File: src/rtl/load_store_unit.sv
// Data-memory load/store stage: one word-aligned valid/ready bus access per request, byte strobes for stores,
// sign/zero-extended load return. Optional macro LSU_MISALIGN_TRAP_EN faults misaligned accesses without a bus cycle.
module load_store_unit #(
    parameter int XLEN      = 32,   // only 32 is supported (4 byte lanes)
    parameter int DMADDRLEN = 32    // must not exceed XLEN
) (
    input  logic                 clk,
    input  logic                 rstn,
    input  logic                 i_req_valid,
    output logic                 o_req_ready,
    input  logic                 i_is_store,
    input  logic [2:0]           i_funct3,
    input  logic [XLEN-1:0]      i_addr,
    input  logic [XLEN-1:0]      i_wdata,
    output logic                 o_mem_valid,
    input  logic                 i_mem_ready,
    output logic [DMADDRLEN-1:0] o_mem_addr,
    output logic                 o_mem_we,
    output logic [3:0]           o_mem_wstrb,
    output logic [XLEN-1:0]      o_mem_wdata,
    input  logic                 i_mem_rvalid,
    input  logic [XLEN-1:0]      i_mem_rdata,
    output logic                 o_done,
    output logic [XLEN-1:0]      o_rdata,
    output logic                 o_err
);

    typedef enum logic [1:0] {S_IDLE, S_REQ, S_WAIT, S_DONE} state_t;

    state_t                 state_q, state_d;
    logic [2:0]             funct3_q, funct3_d;
    logic [1:0]             lo_addr_q, lo_addr_d;
    logic [DMADDRLEN-1:0]   mem_addr_q, mem_addr_d;
    logic                   mem_we_q, mem_we_d;
    logic [3:0]             mem_wstrb_q, mem_wstrb_d;
    logic [XLEN-1:0]        mem_wdata_q, mem_wdata_d;
    logic [XLEN-1:0]        rdata_q, rdata_d;
    logic                   err_q, err_d;

    logic                   illegal;
    logic                   misalign;
    logic [3:0]             strb_n;
    logic [XLEN-1:0]        wdata_n;
    logic [XLEN-1:0]        rd_shifted;
    logic [7:0]             ld_byte;
    logic [15:0]            ld_half;
    logic [XLEN-1:0]        load_ext;

    assign illegal = i_is_store ? (i_funct3 > 3'b010)
                                : ((i_funct3 == 3'b011) || (i_funct3[2:1] == 2'b11));

`ifdef LSU_MISALIGN_TRAP_EN
    assign misalign = ((i_funct3[1:0] == 2'b01) && i_addr[0]) ||
                      ((i_funct3[1:0] == 2'b10) && (i_addr[1:0] != 2'b00));
`else
    assign misalign = 1'b0;
`endif

    // Store lane placement; loads leave strobes and write data at zero.
    always_comb begin
        strb_n  = 4'b0000;
        wdata_n = '0;
        if (i_is_store) begin
            case (i_funct3)
                3'b000: begin
                    strb_n  = 4'b0001 << i_addr[1:0];
                    wdata_n = {4{i_wdata[7:0]}};
                end
                3'b001: begin
                    strb_n  = i_addr[1] ? 4'b1100 : 4'b0011;
                    wdata_n = {2{i_wdata[15:0]}};
                end
                3'b010: begin
                    strb_n  = 4'b1111;
                    wdata_n = i_wdata;
                end
                default: ;
            endcase
        end
    end

    always_comb begin
        rd_shifted = i_mem_rdata >> {lo_addr_q, 3'b000};
        ld_byte    = rd_shifted[7:0];
        ld_half    = lo_addr_q[1] ? i_mem_rdata[31:16] : i_mem_rdata[15:0];
        case (funct3_q)
            3'b000:  load_ext = {{(XLEN-8){ld_byte[7]}}, ld_byte};
            3'b100:  load_ext = {{(XLEN-8){1'b0}}, ld_byte};
            3'b001:  load_ext = {{(XLEN-16){ld_half[15]}}, ld_half};
            3'b101:  load_ext = {{(XLEN-16){1'b0}}, ld_half};
            default: load_ext = i_mem_rdata;
        endcase
    end

    always_comb begin
        state_d     = state_q;
        funct3_d    = funct3_q;
        lo_addr_d   = lo_addr_q;
        mem_addr_d  = mem_addr_q;
        mem_we_d    = mem_we_q;
        mem_wstrb_d = mem_wstrb_q;
        mem_wdata_d = mem_wdata_q;
        rdata_d     = rdata_q;
        err_d       = err_q;
        case (state_q)
            S_IDLE: begin
                if (i_req_valid) begin
                    funct3_d  = i_funct3;
                    lo_addr_d = i_addr[1:0];
                    if (illegal || misalign) begin
                        state_d = S_DONE;
                        rdata_d = '0;
                        err_d   = 1'b1;
                    end else begin
                        state_d     = S_REQ;
                        mem_addr_d  = {i_addr[DMADDRLEN-1:2], 2'b00};
                        mem_we_d    = i_is_store;
                        mem_wstrb_d = strb_n;
                        mem_wdata_d = wdata_n;
                    end
                end
            end
            S_REQ: begin
                if (i_mem_ready) begin
                    if (mem_we_q) begin
                        state_d = S_DONE;
                        rdata_d = '0;
                        err_d   = 1'b0;
                    end else begin
                        state_d = S_WAIT;
                    end
                end
            end
            S_WAIT: begin
                if (i_mem_rvalid) begin
                    state_d = S_DONE;
                    rdata_d = load_ext;
                    err_d   = 1'b0;
                end
            end
            default: state_d = S_IDLE;
        endcase
    end

    always_ff @(posedge clk or negedge rstn) begin
        if (!rstn) begin
            state_q     <= S_IDLE;
            funct3_q    <= 3'b000;
            lo_addr_q   <= 2'b00;
            mem_addr_q  <= '0;
            mem_we_q    <= 1'b0;
            mem_wstrb_q <= 4'b0000;
            mem_wdata_q <= '0;
            rdata_q     <= '0;
            err_q       <= 1'b0;
        end else begin
            state_q     <= state_d;
            funct3_q    <= funct3_d;
            lo_addr_q   <= lo_addr_d;
            mem_addr_q  <= mem_addr_d;
            mem_we_q    <= mem_we_d;
            mem_wstrb_q <= mem_wstrb_d;
            mem_wdata_q <= mem_wdata_d;
            rdata_q     <= rdata_d;
            err_q       <= err_d;
        end
    end

    assign o_req_ready = (state_q == S_IDLE);
    assign o_mem_valid = (state_q == S_REQ);
    assign o_done      = (state_q == S_DONE);
    assign o_mem_addr  = mem_addr_q;
    assign o_mem_we    = mem_we_q;
    assign o_mem_wstrb = mem_wstrb_q;
    assign o_mem_wdata = mem_wdata_q;
    assign o_rdata     = rdata_q;
    assign o_err       = err_q;

endmodule

File: config.mk
export PLATFORM = sky130hd
export DESIGN_NAME = load_store_unit
export DESIGN_NICKNAME = d
export VERILOG_FILES = /design/src/rtl/load_store_unit.sv
export SDC_FILE = /design/constraint.sdc
export NUM_CORES = 1
export LEC_CHECK = 0
export CORE_UTILIZATION = 40
export CTS_BUF_LIST = sky130_fd_sc_hd__clkbuf_16
export CTS_CLUSTER_SIZE = 8
export DETAILED_ROUTE_END_ITERATION = 8
export HOLD_SLACK_MARGIN = 0.06
export PLACE_DENSITY = 0.77
export SKIP_LAST_GASP = 1
export SLEW_MARGIN = 25
export SYNTH_ARGS = -nofsm -noshare
export SYNTH_HDL_FRONTEND = slang
export SYNTH_SLANG_ARGS = --single-unit
File: constraint.sdc
create_clock -name clk -period 2.12 [get_ports clk]
set_input_delay 0.212 -clock clk [delete_from_list [all_inputs] [get_ports clk]]
set_output_delay 0.212 -clock clk [all_outputs]
set_load 0.01 [all_outputs]
==> impl_results.md, run 1 <==
* Result of the run: complete, no violations
* Average footprint of a synthesized cell at 9.57 µm²
* Path type of the worst setup path: reg -> reg
* Hold-critical path depth at 3
* Fraction of power spent switching nets at 37.9%
* Most frequent cells in the layout: sky130_fd_sc_hd__clkdlybuf4s50_1 (206), sky130_fd_sc_hd__nand2_1 (154), sky130_fd_sc_hd__dfrtp_1 (107)
* Yosys warnings at 0
* Core Area at 13,200 µm²
* Die Span X at 119 µm
* Area fraction in compound gates after synthesis at 16.6%
* Weighted congestion reported at the end of routability-driven placement at 0.963
* Wire length of the first global-routing pass at 27,400 µm
* Rel. slew slack at 59.8%
* Flops & latches, synth at 107
* Static Leakage at 3.65 nW
* Gr usage total at 24.8%
* Clock transition at the registers of the reported paths at 0.08 ns
* Maximum fanout count along the critical path at 6
* Fraction of synthesized cell area in xor and xnor cells at 0%
* Netlist cell types at 42
* Number of instances in the synthesized netlist at 569
* Insertion delay to the later sink of the worst-skew pair at 0.35 ns
* Max Cap Violations at 0
* Number of CTS-inserted buffers at 9
* Antenna-violating nets left at 0
* Combinational family with the most area after synthesis: compound AO/OA/AOI/OAI gates
* Total via count in the routed design at 5,181
* Max Transition Viols Final at 0
* Buffers added on ports at 207
* Clk buf depth at 2
* TritonCTS sink count at 107
* Final routed DRC violation total at 0
* Slew at the pin closest to its max-slew limit at 0.604 ns
* Part of the power in registers at 33.7%
* Worst setup EP type: flip-flop
* Synth Area in Simple Gates at 16.3%
* Post-detail-place hpwl at 12,800 µm
* Clock tree from TritonCTS: done
* Standard cell area after detailed placement at 7850 µm²
* Design Area, Final at 8150 µm²
* Adder-cell share of the synthesized area at 1.15%
* Power density of the placed cells at 1210 nW/µm²
* Synthesis-to-finish area growth at 49.7%
* Worst-case setup margin in the final layout at 0.0544 ns
* Top FF cell, synth: sky130_fd_sc_hd__dfrtp_1
* Post-place setup slack at 0.0655 ns
* Number of hold violations in the final report at 0
* Part of the cycle the worst path needs at 97.4%
* Count of flip-flops with a built-in enable after synthesis at 0
* Die H at 119 µm
* Critical R2R Capture: o_rdata[11]
* Fraction of final layout cells sized beyond drive strength 1 at 10.8%
* Start of the worst register-to-register path: state_q[0]
* Worst Path Required at 2.41 ns
* Largest vdd supply drop at 0.533 mV
* Post-layout minimum cycle time at 2.07 ns
* Share of flip-flops with an asynchronous set or reset after synthesis at 100%
* Cell count of the worst reg-to-reg path at 6
* Startpoint of the most critical hold path: i_addr[8]
* Count of standard-cell rows at 42
* Share of cell area taken by muxes after synthesis at 11.9%
* Initial Util at 41.1%
* Clock power share at 16.0%
* Average routed wire per standard cell at 18.0 µm
* H-tree level count at 3
* Kind of path behind the tightest hold check: in -> reg
* WL final at 17,200 µm
* Initial antenna violation count at 0
* Timing-limited maximum frequency at 0.484 GHz
* Maximum clock skew at final layout at 0.00865 ns
* Top-level port count at 210
* End point of the most critical hold path: o_mem_addr[8]
* Beginning of the critical path: state_q[0]
* Net switching component of the power at 0.00374 W
* Cell Int Power at 0.00615 W
* Antenna fix cells at 0
* Final total negative setup slack at 0 ns
* CP Launch Type: flip-flop
* Comb pwr share at 50.3%
* Critical path arrival at 2.36 ns
* Maximum number of pins on one net before global-route repair at 46
* Final count of negative-setup-slack endpoints at 0
* Setup slack of the worst register-to-register path at 0.05 ns
* Die area at 14,100 µm²
* Clock tree root buffer cell: sky130_fd_sc_hd__clkbuf_16
* Gr ovfl total at 0
* Sequential element share of the synthesized area at 49.2%
* Post-DR vias/cell at 5.42
* Commonest non-fill, non-tap cell in the layout: sky130_fd_sc_hd__clkdlybuf4s50_1
* Fillcell total at 1,158
* DRT iter0 DRCs at 433
* Combined area of all synthesized cells at 5450 µm²
* Length of the first detailed-routing pass in iterations at 5
* Via count of the first global-routing pass at 5,141
* Net total in the final layout at 885
logic make-up after synthesis:
family,count (synthesis)
compound gates,136
fa+ha+maj,5
buf+inv,64
flops,107
mux,61
other cells,1
simple gates,195
flip-flops by register name (all words and copies together), names as in the netlist:
signal       cells
o_mem_wdata     32
o_rdata         32
o_mem_addr      30
o_mem_wstrb      4
funct3_q         3
lo_addr_q        2
state_q          2
o_err            1
o_mem_we         1
synth_stat cells (all sizes together), types with 3 or more instances:
cell type,instances,area share (%)
a211oi,13,1.8
a21oi,4,0.37
a221oi,8,1.3
a22oi,8,1.1
and3b,7,1.1
buf,11,1.1
clkbuf,33,2.3
dfrtp,107,49
ha,5,1.1
inv,18,1.2
mux2,19,3.9
mux2i,41,7.5
nand2,154,11
nand2b,3,0.34
nand3b,9,1.2
nand4,3,0.34
nor2b,4,0.46
o21ai,57,5.2
o22ai,7,0.80
o2bb2ai,20,3.2
o31ai,10,1.4
or4b,6,1.1
metrics by stage:
step	utilization, %	cells	hold slack (ns)	total power (W)
after floorplan	-	570	-0.0836	0.00586
after global placement	59.3	939	0.255	0.00813
after detailed placement	59.3	939	0.268	0.00828
after CTS	61.4	956	0.376	0.00991
after global routing	61.6	956	0.388	0.0105
final	61.6	956	0.384	0.00989
area by class of cell:
cell class	instances	area, µm²	area share (%)
Tap cell	176	220	2.70
Timing Repair Buffer	238	2370	29.0
Clock buffer	9	225	2.76
Multi-Input combinational cell	399	2530	31.1
Clock inverter	7	51.3	0.629
Inverter	20	75.1	0.921
Sequential cell	107	2680	32.8
power groups by stage:
stage                     Combinational [W]  Clock (W)  Sequential, W
after floorplan                     0.00239          0        0.00346
after global placement              0.00480          0        0.00333
after detailed placement            0.00493          0        0.00335
after CTS                           0.00495    0.00163        0.00333
after global routing                0.00537    0.00170        0.00342
final                               0.00497    0.00158        0.00334
worst max path at each step:
stage,to,slack (ns),depth (start not counted)
after detailed placement,o_rdata[12],0.07,6
after global placement,o_rdata[10],0.15,6
after floorplan,o_rdata[22],-0.009,7
after CTS,o_rdata[12],0.03,6
after global routing,o_rdata[12],-0.006,6
final,o_rdata[11],0.05,6
worst max-delay path, cell delays in order (launching register included):
cell	delay, ns
sky130_fd_sc_hd__dfrtp_1	0.44
sky130_fd_sc_hd__inv_2	0.10
sky130_fd_sc_hd__ha_2	0.21
sky130_fd_sc_hd__or3b_2	0.44
sky130_fd_sc_hd__o221a_2	0.34
sky130_fd_sc_hd__a221oi_1	0.27
sky130_fd_sc_hd__mux2_2	0.21
timing repair:
item / in CTS / in global routing
setup endpoints to repair: 0 / 3
resized for setup: 0 / 3
buffers inserted: 0 / 0
hold buffers: 1 / 0
hold endpoints to repair: 43 / 0
routing by layer:
metal	up-vias	track usage (%)	wire [µm]
met2	249	39.9	8260
met4	0	10.5	437
met5	-	0	0
met1	2484	31.8	7160
li1	2413	-	-
met3	35	5.69	1310
No activity file was read; power rests on OpenSTA's default activity.
==> run 2, diff against run 1 <==
CORE_MARGIN = 3   (was default)
==> impl_results.md, run 2 (synthesis results as in run 1) <==
* Fillcell total at 1,103 (was 1,158)
* Synthesis-to-finish area growth at 49.2% (was 49.7%)
* Worst-case setup margin in the final layout at 0.0967 ns (was 0.0544 ns)
* Path type of the worst setup path: reg -> reg (unchanged)
* Largest vdd supply drop at 0.539 mV (was 0.533 mV)
* Commonest non-fill, non-tap cell in the layout: sky130_fd_sc_hd__clkdlybuf4s50_1 (unchanged)
* Most frequent cells in the layout: sky130_fd_sc_hd__clkdlybuf4s50_1 (206), sky130_fd_sc_hd__nand2_1 (154), sky130_fd_sc_hd__dfrtp_1 (107) (unchanged)
* Clk buf depth at 2 (unchanged)
* Static Leakage at 3.65 nW (about the same)
* Worst setup EP type: flip-flop (unchanged)
* Number of hold violations in the final report at 0 (unchanged)
* Part of the cycle the worst path needs at 95.4% (was 97.4%)
* Net switching component of the power at 0.00366 W (was 0.00374 W)
* Total via count in the routed design at 5,187 (was 5,181)
* Result of the run: complete, no violations (unchanged)
* Count of standard-cell rows at 42 (unchanged)
* Top-level port count at 210 (unchanged)
* CP Cell Sequence: inv_2 -> ha_2 -> or3b_2 -> o221a_2 -> a221oi_1 -> mux2_2 (unchanged)
* Fraction of final layout cells sized beyond drive strength 1 at 10.0% (was 10.8%)
* Cell count after placement at 939 (unchanged)
* Cell Int Power at 0.00611 W (was 0.00615 W)
* Clock power share at 15.3% (was 16.0%)
* Slew at the pin closest to its max-slew limit at 0.595 ns (was 0.604 ns)
* Timing-limited maximum frequency at 0.494 GHz (was 0.484 GHz)
* Rel. slew slack at 60.3% (was 59.8%)
* Die Span X at 123 µm (was 119 µm)
* Clock transition at the registers of the reported paths at 0.07 ns (was 0.08 ns)
* Average routed wire per standard cell at 18.6 µm (was 18.0 µm)
* Post-detail-place hpwl at 13,300 µm (was 12,800 µm)
* Post-place setup slack at 0.0298 ns (was 0.0655 ns)
* Antenna fix cells at 0 (unchanged)
* Clock tree from TritonCTS: done (unchanged)
* Length of the first detailed-routing pass in iterations at 5 (unchanged)
* DRT iter0 DRCs at 386 (was 433)
* Net total in the final layout at 885 (unchanged)
* Via count of the first global-routing pass at 5,158 (was 5,141)
* Final count of negative-setup-slack endpoints at 0 (unchanged)
* RSZ-0062 raised after global routing: true
* Antenna-violating nets left at 0 (unchanged)
* Maximum fanout count along the critical path at 6 (unchanged)
* Clock tree root buffer cell: sky130_fd_sc_hd__clkbuf_16 (unchanged)
* Critical path arrival at 2.31 ns (was 2.36 ns)
* Max Cap Violations at 0 (unchanged)
* Maximum number of pins on one net before global-route repair at 50 (was 46)
* Power density of the placed cells at 1200 nW/µm² (was 1210 nW/µm²)
* Gr ovfl total at 0 (unchanged)
* Fraction of power spent switching nets at 37.5% (was 37.9%)
* TritonCTS sink count at 107 (unchanged)
* Gr usage total at 23.6% (was 24.8%)
* H-tree level count at 3 (unchanged)
* Worst Path Required at 2.41 ns (about the same)
* Non-filler instance count after layout at 956 (unchanged)
* Largest delay contributor family on the critical path: compound AO/OA/AOI/OAI gates (unchanged)
* Max Transition Viols Final at 0 (unchanged)
* Initial Util at 41.0% (was 41.1%)
* Buffers and inverters on the worst path at 1 (unchanged)
* Critical-path cell with the highest stage delay: sky130_fd_sc_hd__or3b_2 (was sky130_fd_sc_hd__dfrtp_1)
* Kind of path behind the tightest hold check: in -> reg (unchanged)
* Final routed DRC violation total at 0 (unchanged)
* Number of CTS-inserted buffers at 9 (unchanged)
* Wire length of the first global-routing pass at 27,600 µm (was 27,400 µm)
* WL final at 17,700 µm (was 17,200 µm)
* CP Launch Type: flip-flop (unchanged)
* Post-DR vias/cell at 5.43 (was 5.42)
* Die H at 123 µm (was 119 µm)
* Buffers inserted during post-CTS setup optimization at 0 (unchanged)
* Comb pwr share at 50.6% (was 50.3%)
* Buffers added on ports at 207 (unchanged)
* Part of the power in registers at 34.1% (was 33.7%)
* Core Area at 13,300 µm² (was 13,200 µm²)
* Maximum single-stage delay on the critical path at 0.45 ns (was 0.44 ns)
* Die area at 15,100 µm² (was 14,100 µm²)
* Post-layout minimum cycle time at 2.02 ns (was 2.07 ns)
* Insertion delay to the later sink of the worst-skew pair at 0.34 ns (was 0.35 ns)
* Initial antenna violation count at 0 (unchanged)
* Maximum clock skew at final layout at 0.00378 ns (was 0.00865 ns)
* Weighted congestion reported at the end of routability-driven placement at 0.905 (was 0.963)
-- run 2: final cells by class --
cell class	instances	area, µm²	area share (%)
flip-flops and latches	107	2680	33.0
multi-input cells	399	2530	31.2
repair buffers	238	2370	29.1
clock buffers	9	225	2.77
well taps	176	220	2.71
inverters	20	75.1	0.924
clock inverters	7	27.5	0.339
-- run 2: worst paths after layout --
check                           slack (ns)           start        endpoint  cells after the start
worst max-delay path                   0.1      state_q[0]     o_rdata[11]                      6
worst min-delay path                  0.39      i_addr[27]  o_mem_addr[27]                      3
worst max register to register         0.1      state_q[0]     o_rdata[11]                      6
worst min register to register        0.47  o_mem_addr[16]  o_mem_addr[16]                      2
max in group asynchronous             1.00            rstn     o_rdata[31]                      3
min in group asynchronous             0.41            rstn     o_rdata[10]                      2
-- run 2: power groups by stage --
stage / Sequential, W / Combinational [W] / Clock [W]
floorplan: 0.00346 / 0.00239 / 0
global route: 0.00342 / 0.00536 / 0.00163
CTS: 0.00333 / 0.00494 / 0.00154
detailed placement: 0.00336 / 0.00492 / 0
global placement: 0.00332 / 0.00481 / 0
finish: 0.00333 / 0.00495 / 0.00150
-- run 2: repair_timing --
action,in CTS,in global routing
endpoints found under the hold margin,36,0
hold buffers,1,0
setup endpoints to repair,0,2
resized for setup,0,2
-- run 2: metal layers --
metal | vias up | part of all wire [%] | global-route usage, %
met5 | - | 0 | 0
met1 | 2499 | 41 | 31.1
li1 | 2407 | - | -
met2 | 245 | 48 | 37.2
met4 | 0 | 3.2 | 10.8
met3 | 36 | 7.6 | 5.07
-- run 2: worst register-to-register path, delay by kind of cell (launching register included) --
| kind | cells | cell delay, ns |
|---|---|---|
| fa+ha+maj | 1 | 0.20 |
| flops | 1 | 0.43 |
| buf+inv | 1 | 0.10 |
| simple gates | 1 | 0.45 |
| mux | 1 | 0.20 |
| compound gates | 2 | 0.58 |
-- run 2: through the flow --
| step | hold slack [ns] | power, W | TNS [ns] | instance area (µm²) | utilization (%) |
|---|---|---|---|---|---|
| 6_report | 0.388 | 0.00977 | 0 | 8130 | 61.1 |
| 2_1_floorplan | -0.0836 | 0.00586 | -0.0858 | 5460 | - |
| 4_1_cts | 0.377 | 0.00981 | 0 | 8110 | 61.0 |
| 5_1_grt | 0.385 | 0.0104 | -0.00963 | 8130 | 61.1 |
| 3_5_place_dp | 0.240 | 0.00828 | 0 | 7850 | 59.0 |
| 3_3_place_gp | 0.229 | 0.00813 | 0 | 7850 | 59.0 |
